$ cat src/rtl/pal_chroma_if.sv
// Sample-side bundle for pal_chroma_modulator: Y/U/V input strobe plus composite output.
// Valid/ready: no ready exists; a sample is taken in every cycle in_valid is high and out_valid marks each produced sample.
interface pal_chroma_if;
    logic       in_valid;
    logic [7:0] y;
    logic [7:0] u;
    logic [7:0] v;
    logic       line_start;
    logic       burst_en;
    logic       out_valid;
    logic [9:0] out;
    logic       vswitch;

    modport master (
        output in_valid, y, u, v, line_start, burst_en,
        input  out_valid, out, vswitch
    );

    modport slave (
        input  in_valid, y, u, v, line_start, burst_en,
        output out_valid, out, vswitch
    );
endinterface

$ cat src/rtl/pal_chroma_modulator.sv
// PAL chroma modulator and composite mixer: NCO + sine LUT, per-line V-switch, burst insertion, 3-stage pipe.
// Optional: define PAL_CHROMA_LINE_PHASE_RESET_EN to zero the subcarrier phase on every line_start.
module pal_chroma_modulator #(
    parameter int          PHASE_W   = 32,
    parameter int unsigned PHASE_INC = 380844919,
    parameter int          BURST_AMP = 48
) (
    input logic        clk,
    input logic        rst,
    pal_chroma_if.slave bus
);

    localparam logic [PHASE_W-1:0] PHASE_STEP = PHASE_W'(PHASE_INC);
    localparam logic signed [7:0]  BURST_P    = 8'(BURST_AMP);
    localparam logic signed [7:0]  BURST_N    = -BURST_P;

    // Quarter-wave table: round(127*sin(2*pi*i/256)) for i = 0..64.
    function automatic logic [6:0] quarter_sin(input logic [6:0] i);
        logic [6:0] r;
        case (i)
            7'd0:  r = 7'd0;    7'd1:  r = 7'd3;    7'd2:  r = 7'd6;    7'd3:  r = 7'd9;
            7'd4:  r = 7'd12;   7'd5:  r = 7'd16;   7'd6:  r = 7'd19;   7'd7:  r = 7'd22;
            7'd8:  r = 7'd25;   7'd9:  r = 7'd28;   7'd10: r = 7'd31;   7'd11: r = 7'd34;
            7'd12: r = 7'd37;   7'd13: r = 7'd40;   7'd14: r = 7'd43;   7'd15: r = 7'd46;
            7'd16: r = 7'd49;   7'd17: r = 7'd51;   7'd18: r = 7'd54;   7'd19: r = 7'd57;
            7'd20: r = 7'd60;   7'd21: r = 7'd63;   7'd22: r = 7'd65;   7'd23: r = 7'd68;
            7'd24: r = 7'd71;   7'd25: r = 7'd73;   7'd26: r = 7'd76;   7'd27: r = 7'd78;
            7'd28: r = 7'd81;   7'd29: r = 7'd83;   7'd30: r = 7'd85;   7'd31: r = 7'd88;
            7'd32: r = 7'd90;   7'd33: r = 7'd92;   7'd34: r = 7'd94;   7'd35: r = 7'd96;
            7'd36: r = 7'd98;   7'd37: r = 7'd100;  7'd38: r = 7'd102;  7'd39: r = 7'd104;
            7'd40: r = 7'd106;  7'd41: r = 7'd107;  7'd42: r = 7'd109;  7'd43: r = 7'd111;
            7'd44: r = 7'd112;  7'd45: r = 7'd113;  7'd46: r = 7'd115;  7'd47: r = 7'd116;
            7'd48: r = 7'd117;  7'd49: r = 7'd118;  7'd50: r = 7'd120;  7'd51: r = 7'd121;
            7'd52: r = 7'd122;  7'd53: r = 7'd122;  7'd54: r = 7'd123;  7'd55: r = 7'd124;
            7'd56: r = 7'd125;  7'd57: r = 7'd125;  7'd58: r = 7'd126;  7'd59: r = 7'd126;
            7'd60: r = 7'd126;  7'd61: r = 7'd127;  7'd62: r = 7'd127;  7'd63: r = 7'd127;
            7'd64: r = 7'd127;
            default: r = 7'd0;
        endcase
        return r;
    endfunction

    // Full 256-entry sine via quarter-wave symmetry (mirror in odd quadrants, negate in the lower half).
    function automatic logic signed [7:0] sine_lut(input logic [7:0] a);
        logic [6:0] idx;
        logic [6:0] mag;
        idx = a[6] ? (7'd64 - {1'b0, a[5:0]}) : {1'b0, a[5:0]};
        mag = quarter_sin(idx);
        return a[7] ? -{1'b0, mag} : {1'b0, mag};
    endfunction

    logic [PHASE_W-1:0] phase;
    logic [PHASE_W-1:0] phase_next;
    logic               vswitch_q;
    logic               vsw_eff;
    logic [7:0]         sin_addr;
    logic [7:0]         cos_addr;

    // A sample arriving with line_start already belongs to the new line.
    assign vsw_eff = vswitch_q ^ bus.line_start;

`ifdef PAL_CHROMA_LINE_PHASE_RESET_EN
    assign sin_addr   = bus.line_start ? 8'd0 : phase[PHASE_W-1 -: 8];
    assign phase_next = bus.line_start ? '0 : phase + PHASE_STEP;
`else
    assign sin_addr   = phase[PHASE_W-1 -: 8];
    assign phase_next = phase + PHASE_STEP;
`endif

    assign cos_addr = sin_addr + 8'd64;

    logic signed [7:0] uc_sel;
    logic signed [7:0] vc_raw;
    logic signed [7:0] vc_sel;

    assign uc_sel = bus.burst_en ? BURST_N : $signed(bus.u);
    assign vc_raw = bus.burst_en ? BURST_P : $signed(bus.v);
    // -(-128) does not fit in 8 bits, so it saturates to +127.
    assign vc_sel = !vsw_eff ? vc_raw :
                    (vc_raw == 8'sh80) ? 8'sh7f : -vc_raw;

    // Stage 1 registers
    logic              s1_valid;
    logic [7:0]        s1_y;
    logic signed [7:0] s1_uc;
    logic signed [7:0] s1_vc;
    logic signed [7:0] s1_sin;
    logic signed [7:0] s1_cos;

    // Stage 2 registers
    logic               s2_valid;
    logic [7:0]         s2_y;
    logic signed [15:0] s2_pu;
    logic signed [15:0] s2_pv;

    logic signed [15:0] uc_w;
    logic signed [15:0] vc_w;
    logic signed [15:0] sin_w;
    logic signed [15:0] cos_w;

    assign uc_w  = 16'(s1_uc);
    assign vc_w  = 16'(s1_vc);
    assign sin_w = 16'(s1_sin);
    assign cos_w = 16'(s1_cos);

    logic signed [16:0] sum_w;
    logic signed [11:0] c_w;
    logic signed [11:0] s_w;
    logic [9:0]         out_next;

    assign sum_w = 17'(s2_pu) + 17'(s2_pv);
    assign c_w   = 12'(sum_w >>> 5);
    assign s_w   = $signed({2'b00, s2_y, 2'b00}) + c_w;

    always_comb begin
        out_next = s_w[9:0];
        if (s_w[11]) begin
            out_next = 10'd0;
        end else if (s_w[10]) begin
            out_next = 10'd1023;
        end
    end

    assign bus.vswitch = vswitch_q;

    always_ff @(posedge clk) begin
        if (rst) begin
            phase         <= '0;
            vswitch_q     <= 1'b0;
            s1_valid      <= 1'b0;
            s1_y          <= '0;
            s1_uc         <= '0;
            s1_vc         <= '0;
            s1_sin        <= '0;
            s1_cos        <= '0;
            s2_valid      <= 1'b0;
            s2_y          <= '0;
            s2_pu         <= '0;
            s2_pv         <= '0;
            bus.out_valid <= 1'b0;
            bus.out       <= '0;
        end else begin
            phase     <= phase_next;
            vswitch_q <= vsw_eff;

            s1_valid <= bus.in_valid;
            s1_y     <= bus.y;
            s1_uc    <= uc_sel;
            s1_vc    <= vc_sel;
            s1_sin   <= sine_lut(sin_addr);
            s1_cos   <= sine_lut(cos_addr);

            s2_valid <= s1_valid;
            s2_y     <= s1_y;
            s2_pu    <= uc_w * sin_w;
            s2_pv    <= vc_w * cos_w;

            // Bubbles leave the last composite value on the output.
            bus.out_valid <= s2_valid;
            if (s2_valid) begin
                bus.out <= out_next;
            end
        end
    end

endmodule

$ cat src/flat_wrapper.sv
// flat-port wrapper written by rule: the top's interface ports become plain ports
module pal_chroma_modulator_flat 
#(
    parameter int          PHASE_W   = 32,
    parameter int unsigned PHASE_INC = 380844919,
    parameter int          BURST_AMP = 48
)
  (clk, rst, bus_in_valid, bus_y, bus_u, bus_v, bus_line_start, bus_burst_en, bus_out_valid, bus_out, bus_vswitch);
  pal_chroma_if bus_i ();
  input logic clk;
  input logic rst;
  input wire logic [$bits(bus_i.in_valid)-1:0] bus_in_valid;
  input wire logic [$bits(bus_i.y)-1:0] bus_y;
  input wire logic [$bits(bus_i.u)-1:0] bus_u;
  input wire logic [$bits(bus_i.v)-1:0] bus_v;
  input wire logic [$bits(bus_i.line_start)-1:0] bus_line_start;
  input wire logic [$bits(bus_i.burst_en)-1:0] bus_burst_en;
  output wire logic [$bits(bus_i.out_valid)-1:0] bus_out_valid;
  output wire logic [$bits(bus_i.out)-1:0] bus_out;
  output wire logic [$bits(bus_i.vswitch)-1:0] bus_vswitch;
  assign bus_i.in_valid = bus_in_valid;
  assign bus_i.y = bus_y;
  assign bus_i.u = bus_u;
  assign bus_i.v = bus_v;
  assign bus_i.line_start = bus_line_start;
  assign bus_i.burst_en = bus_burst_en;
  assign bus_out_valid = bus_i.out_valid;
  assign bus_out = bus_i.out;
  assign bus_vswitch = bus_i.vswitch;
  pal_chroma_modulator #(.PHASE_W(PHASE_W), .PHASE_INC(PHASE_INC), .BURST_AMP(BURST_AMP)) u_core (.clk(clk), .rst(rst), .bus(bus_i));
endmodule
$ cat config.mk
export PLATFORM = sky130hd
export DESIGN_NAME = pal_chroma_modulator_flat
export DESIGN_NICKNAME = d
export VERILOG_FILES = /design/src/rtl/pal_chroma_if.sv /design/src/rtl/pal_chroma_modulator.sv /design/src/flat_wrapper.sv
export SDC_FILE = /design/constraint.sdc
export NUM_CORES = 1
export LEC_CHECK = 0
export ABC_AREA = 1
export CAP_MARGIN = 20
export CORE_MARGIN = 3
export CORE_UTILIZATION = 45
export CTS_BUF_LIST = sky130_fd_sc_hd__clkbuf_2 sky130_fd_sc_hd__clkbuf_4 sky130_fd_sc_hd__clkbuf_8
export CTS_CLUSTER_SIZE = 8
export DETAILED_ROUTE_END_ITERATION = 7
export HOLD_SLACK_MARGIN = 0.05
export SLEW_MARGIN = 0
export SYNTH_ARGS = -nofsm -noshare
export SYNTH_HDL_FRONTEND = slang
export SYNTH_SLANG_ARGS = --single-unit
$ cat constraint.sdc
create_clock -name clk -period 4.4 [get_ports clk]
set_input_delay 0.66 -clock clk [delete_from_list [all_inputs] [get_ports clk]]
set_output_delay 0.66 -clock clk [all_outputs]
set_load 0.01 [all_outputs]
* Word level (Yosys, flattened, before mapping) *
Memory sizes are Yosys's and may differ from the RTL's.
Index checks and enable logic that the tools add are counted.

storage, ports and cells
  bits in registers = 126
  memory bits (read-only) = 1792
  output and inout bits = 12
  logic and storage cells = 49
  memories = 2

memory list
  memory            depth  bits a word  read ports  clocked after memory_dff  write ports  RTL line                    text
  (name not given)  128    7            1           0                         0            pal_chroma_modulator.sv:20  case (i)
  (name not given)  128    7            1           0                         0            pal_chroma_modulator.sv:20

cells by class
  add/sub/neg operators = 9
  $mul = 2
  equal/unequal tests = 1
  muxes and demuxes = 12
  bitwise logic cells = 3
  reduce and logical (&&, ||, !) cells = 3

operators by type and width
  kind                      number
  $mux W7                   6
  $add A32 B29 Y32 const B  1
  $mul A8 B8 Y16            2
  $mux W8                   4
  $mux W10                  2
  $add A16 B16 Y17          1
  $neg A7 Y8                2
  $sub A7 B6 Y7 const A     2
  $add A11 B12 Y12          1
  $add A8 B7 Y8 const B     1
  $eq A8 B8 Y1 const B      1
  $neg A8 Y8                1
  $reduce_or A2 Y1          3
  $not A1 Y1                2
  $xor A1 B1 Y1             1

* Longest topological paths before layout *
An unclocked memory read counts as a cell.

  word-level depth = 7
  depth in mapped cells = 25

* Worst setup path before layout *
Ideal clock, no wire load.

  kind = register to register
  start point = register u_core.s1_uc[0]
  end point = register u_core.s2_pu[14]
  setup time = 0.121 ns
  arrival = 4.315 ns
  data required time = 4.279 ns
  setup slack = -0.036 ns
  cell stages (with the launch flop) = 23
  clock period less this slack = 4.436 ns
  path through = dfxtp_1 -> clkbuf_1 -> or2_2 -> fa_1 -> fa_1 -> inv_1 -> fa_1 -> inv_1 -> fa_1 -> inv_1 -> ha_1 -> a21oi_1 -> nand2_1 -> nand2_1 -> nand2_1 -> a21oi_1 -> o21ai_0 -> nand2_1 -> inv_1 -> nor2_1 -> o21bai_1 -> o21ai_0 -> a21oi_1

between the ends
  word-level cells in the longest chain between the ends = 1

ends and longest elaborated chain
  item                    RTL line                     text
  start, declared         pal_chroma_modulator.sv:85   logic signed [7:0] s1_uc;
  start signal, assigned  pal_chroma_modulator.sv:148  s1_uc <= uc_sel;
  $mul A8 B8 Y16          pal_chroma_modulator.sv:155  s2_pu <= uc_w * sin_w;
  end signal, assigned    pal_chroma_modulator.sv:155
  end, declared           pal_chroma_modulator.sv:93   logic signed [15:0] s2_pu;

No other way between the ends.
A chain may end at the register's enable or synchronous reset.

* Final worst setup path *
  start point = register u_core.s1_sin[7]
  end point = register u_core.s2_pu[14]

between the ends
  word-level cells in the longest chain between the ends = 1

ends and longest elaborated chain
  item                    RTL line                     text
  start, declared         pal_chroma_modulator.sv:87   logic signed [7:0] s1_sin;
  start signal, assigned  pal_chroma_modulator.sv:150  s1_sin <= sine_lut(sin_addr);
  $mul A8 B8 Y16          pal_chroma_modulator.sv:155

No other way between the ends.

==> flow_metrics.tcl <==
set metrics [dict create \
    outcome "finished clean" \
    count_of_input_and_output_buffers 40 \
    max_cap_viol_count 0 \
    timing_max_transition_violations_final 0 \
    floorplan.io_pins 41 \
    max_freq_mhz 241 \
    dp_worst_setup_slack_ns 0.0144 \
    max_stage_delay_ns 0.57 \
    globalRoute.totalOverflow 0 \
    postLayoutCellArea_mm2 0.0141 \
    cpMaxStageDelayCell "sky130_fd_sc_hd__fa_1" \
    timing.critical_path.arrival_ns 4.49 \
    drt-pass1-iter-count 5 \
    die_area_mm2 0.0302 \
    final_critical_path_setup_slack_ns 0.249 \
    grt_start_max_net_pins 52 \
    worstPathCellList "inv_2 -> or2_2 -> fa_1 -> fa_1 -> fa_1 -> fa_1 -> inv_1 -> ha_1 -> buf_4 -> nand2_1 -> nand2_2 -> a21oi_2 -> o21ai_2 -> nand2_1 -> inv_1 -> nor2_1 -> o21bai_1 -> o21ai_1 -> a21oi_1" \
    netlist_instances 1835 \
    timing.reg2reg.worst_path_depth 19 \
    reg2reg_from "u_core.s1_sin[7]" \
    final.min_clock_period_ns 4.15 \
    power_leakage_nw 7.53 \
    n_antenna_cell 0 \
    clkTransAtPathRegs_ns 0.08 \
    holdCritPathClass "flip-flop to flip-flop" \
    worstSkewPairLatency_ns 0.45 \
    post_route_clock_skew_ns 0.0207 \
    synth_async_sr_flop_share_pct 0 \
    cts_tree "yes" \
    ys.flop_type "sky130_fd_sc_hd__dfxtp_1" \
    ys.warnings.count 0 \
    grt_use_total_pct 19.8 \
    synth_edf_count 0 \
    area_growth_syn_to_layout_pct 11.1 \
    drt_iter0_drc 567 \
    peak_supply_drop_uv 257 \
    vias_per_cell 4.91 \
    cp_top_family "adder cells" \
    whs_path_depth 2 \
    cts.hold.buffers_added 0 \
    final_core_util_pct 51.5 \
    cp_data_required_time_ns 4.74 \
    critical_path_fanout_max 5 \
    cts_made_buffers 17 \
    synth_area_mm2 0.0127 \
    dp_hpwl_um 23000 \
    worst_setup_path_start_kind "flip-flop" \
    yosysSeqAreaShare_pct 19.9 \
    initial_util_pct 46.4 \
    power.switching_mw 4.10 \
    cp.buffers_inverters 4 \
    hold_path_end "u_core.s2_y[6]" \
    r2r_slack_ns 0.25 \
    worst_slew_margin_rel_pct 49.2 \
    root_buffer "sky130_fd_sc_hd__clkbuf_8" \
    core_region_area_mm2 0.0273 \
    wire_length_of_the_first_global_routing_pass_um 50500 \
    synth-seq-cells 126 \
    post-route-drc-count 0 \
    synthesis.area_per_instance_um2 6.91 \
    worstReg2RegEnd "u_core.s2_pu[14]" \
    post_route_cells_drive_above_1_share_pct 9.40 \
    nature_of_the_critical_path_endpoint "flip-flop" \
    timing.setup.critical_path_class "flip-flop to flip-flop" \
    power.density_cell_area_mw_per_mm2 573 \
    floorplan.rows 60 \
    via_count_of_the_first_global_routing_pass 10862 \
    h_tree_depth 4 \
    route.detailed.wl_per_inst_um 12.9 \
    tightestPinTransition_ns 0.760 \
    post_layout_nets 2109 \
    synth.lib_cells_used.distinct 52 \
    via_count 11070 \
    fin_hold_ws_ns 0.410 \
    synth.net_count 2074 \
    clockBufferDepth 2 \
    worstHoldStart "u_core.s1_y[6]" \
    antenna_found_initial 0 \
    clock-sinks 126 \
    finalHoldViolCount 0 \
    timing.final.crit_share_pct 94.3 \
    floorplan_die_height_um 174 \
    netSwitchingFraction_pct 50.8 \
    drt_wl_total_um 29000 \
    critPathMostFrequentCell "sky130_fd_sc_hd__fa_1" \
    placed_area_mm2 0.0135 \
    report.power.total_mw 8.07 \
    final-setup-viol-count 0 \
    power.share.clock_pct 13.1 \
    p_int_mw 3.97 \
    postRouteAntennaNets 0 \
    p_seq_share_pct 20.8 \
    combinationalPowerShare_pct 66.0 \
    die_width_um 174 \
    place.gp.congestion 0.861 \
]
## worst max-delay path by stage
| stage | startpoint | end | slack, ns | cells past startpoint |
|---|---|---|---|---|
| global placement | u_core.s1_sin[7] | u_core.s2_pu[14] | 0.06 | 22 |
| finish | u_core.s1_sin[7] | u_core.s2_pu[14] | 0.25 | 19 |
| CTS | u_core.s1_sin[3] | u_core.s2_pu[13] | 0.002 | 19 |
| global route | u_core.s1_sin[7] | u_core.s2_pu[14] | -0.0005 | 19 |
| detailed placement | u_core.s1_sin[7] | u_core.s2_pu[14] | 0.01 | 22 |
| floorplan | u_core.s1_uc[0] | u_core.s2_pu[14] | 0.08 | 22 |
## cell usage in the layout (no fill, tap or decap), types with 6 or more instances in the layout
master,n
sky130_fd_sc_hd__nand2_1,434
sky130_fd_sc_hd__inv_1,381
sky130_fd_sc_hd__nor2_1,125
sky130_fd_sc_hd__nand3_1,115
sky130_fd_sc_hd__a21oi_1,114
sky130_fd_sc_hd__fa_1,111
sky130_fd_sc_hd__dfxtp_1,103
sky130_fd_sc_hd__ha_1,91
sky130_fd_sc_hd__o21ai_0,67
sky130_fd_sc_hd__clkdlybuf4s50_1,39
sky130_fd_sc_hd__buf_4,39
sky130_fd_sc_hd__nor3_1,19
sky130_fd_sc_hd__clkbuf_8,18
sky130_fd_sc_hd__dfxtp_2,18
sky130_fd_sc_hd__nand2_2,15
sky130_fd_sc_hd__o21ai_1,15
sky130_fd_sc_hd__xnor2_1,15
sky130_fd_sc_hd__xor2_1,14
sky130_fd_sc_hd__inv_2,13
sky130_fd_sc_hd__nand4_1,12
sky130_fd_sc_hd__nand3_2,9
sky130_fd_sc_hd__a31oi_1,9
sky130_fd_sc_hd__a21oi_2,8
sky130_fd_sc_hd__or2_2,7
sky130_fd_sc_hd__ha_4,7
sky130_fd_sc_hd__nor2_2,6
## sequential cells by signal, summed over array words and instances, names as in the netlist
name,count
u_core.s1_uc,8
u_core.s1_vc,8
u_core.bus.vswitch,1
u_core.bus.out_valid,1
u_core.s2_valid,1
u_core.s1_cos,8
u_core.s1_sin,8
u_core.s2_y,8
u_core.bus.out,10
u_core.s1_valid,1
u_core.s1_y,8
u_core.phase,32
u_core.s2_pu,16
u_core.s2_pv,16
## layer usage
layer / up-vias / track usage, % / routed length, um
met5: - / 0 / 0
met4: 0 / 4.93 / 503
met3: 32 / 2.30 / 847
met2: 180 / 34.1 / 14000
met1: 5139 / 26.4 / 13700
li1: 5719 / - / -
## area by class of cell
class,count,area [um2]
Fill cell,2764,13200
Clock inverter,12,138
Tap cell,372,465
Timing Repair Buffer,79,688
Inverter,399,1500
Clock buffer,20,263
Sequential cell,126,2560
Multi-Input combinational cell,1247,8460
## timing repair
action	4_1_cts	5_1_grt
resized for setup	2	63
endpoints found under the hold margin	0	0
setup buffers	0	5
pin swaps	0	24
setup endpoints to repair	2	20
## power by group through the flow
stage | Sequential (mW) | Clock (mW) | Combinational [mW]
detailed placement | 1.69 | 0 | 5.09
global placement | 1.69 | 0 | 5.04
floorplan | 1.52 | 0 | 4.12
global route | 1.72 | 1.13 | 6.24
CTS | 1.67 | 1.09 | 5.14
finish | 1.68 | 1.06 | 5.33
## tightest hold or removal path: cells and delay by family, from the launching register on
kind	cells	cell delay, ns
flip-flops	1	0.31
buffers and inverters	1	0.04
AND/OR/NAND/NOR	1	0.03
## cells by family (layout without fill, tap and decap cells)
group	after synthesis	count (layout)	synth area share, %
XOR/XNOR	29	29	2.00
adder cells (fa/ha/maj)	210	210	27.3
AO/OA/AOI/OAI	247	247	10.6
AND/OR/NAND/NOR	761	761	25.7
flip-flops	126	126	19.9
buffers and inverters	462	510	14.5
## synthesized netlist by cell type (all sizes together) (3+ instances only)
library cell / count / share of area, %
clkinv: 3 / 0.089
o211ai: 3 / 0.18
nand4: 12 / 0.59
o2111ai: 3 / 0.21
nand3b: 5 / 0.30
a21boi: 4 / 0.27
fa: 111 / 18
a21oi: 122 / 4.9
a22oi: 3 / 0.18
o21bai: 5 / 0.30
or2: 8 / 0.39
ha: 99 / 9.8
nand2: 450 / 14
clkbuf: 41 / 1.2
nor3: 22 / 0.91
o21a: 3 / 0.18
o21ai: 86 / 3.4
xnor2: 15 / 1.0
nor4: 4 / 0.20
xor2: 14 / 0.97
inv: 396 / 12
dfxtp: 126 / 20
a31oi: 9 / 0.44
nand3: 125 / 5.4
nor2: 133 / 4.2
buf: 22 / 1.4
## stage by stage
| step | setup TNS (ns) | cells |
|---|---|---|
| 2_1_floorplan | 0 | 1835 |
| 3_3_place_gp | 0 | 2218 |
| 3_5_place_dp | 0 | 2218 |
| 4_1_cts | 0 | 2250 |
| 5_1_grt | -0.000464 | 2255 |
| 6_report | 0 | 2255 |
(Power assumes the default switching activity.)
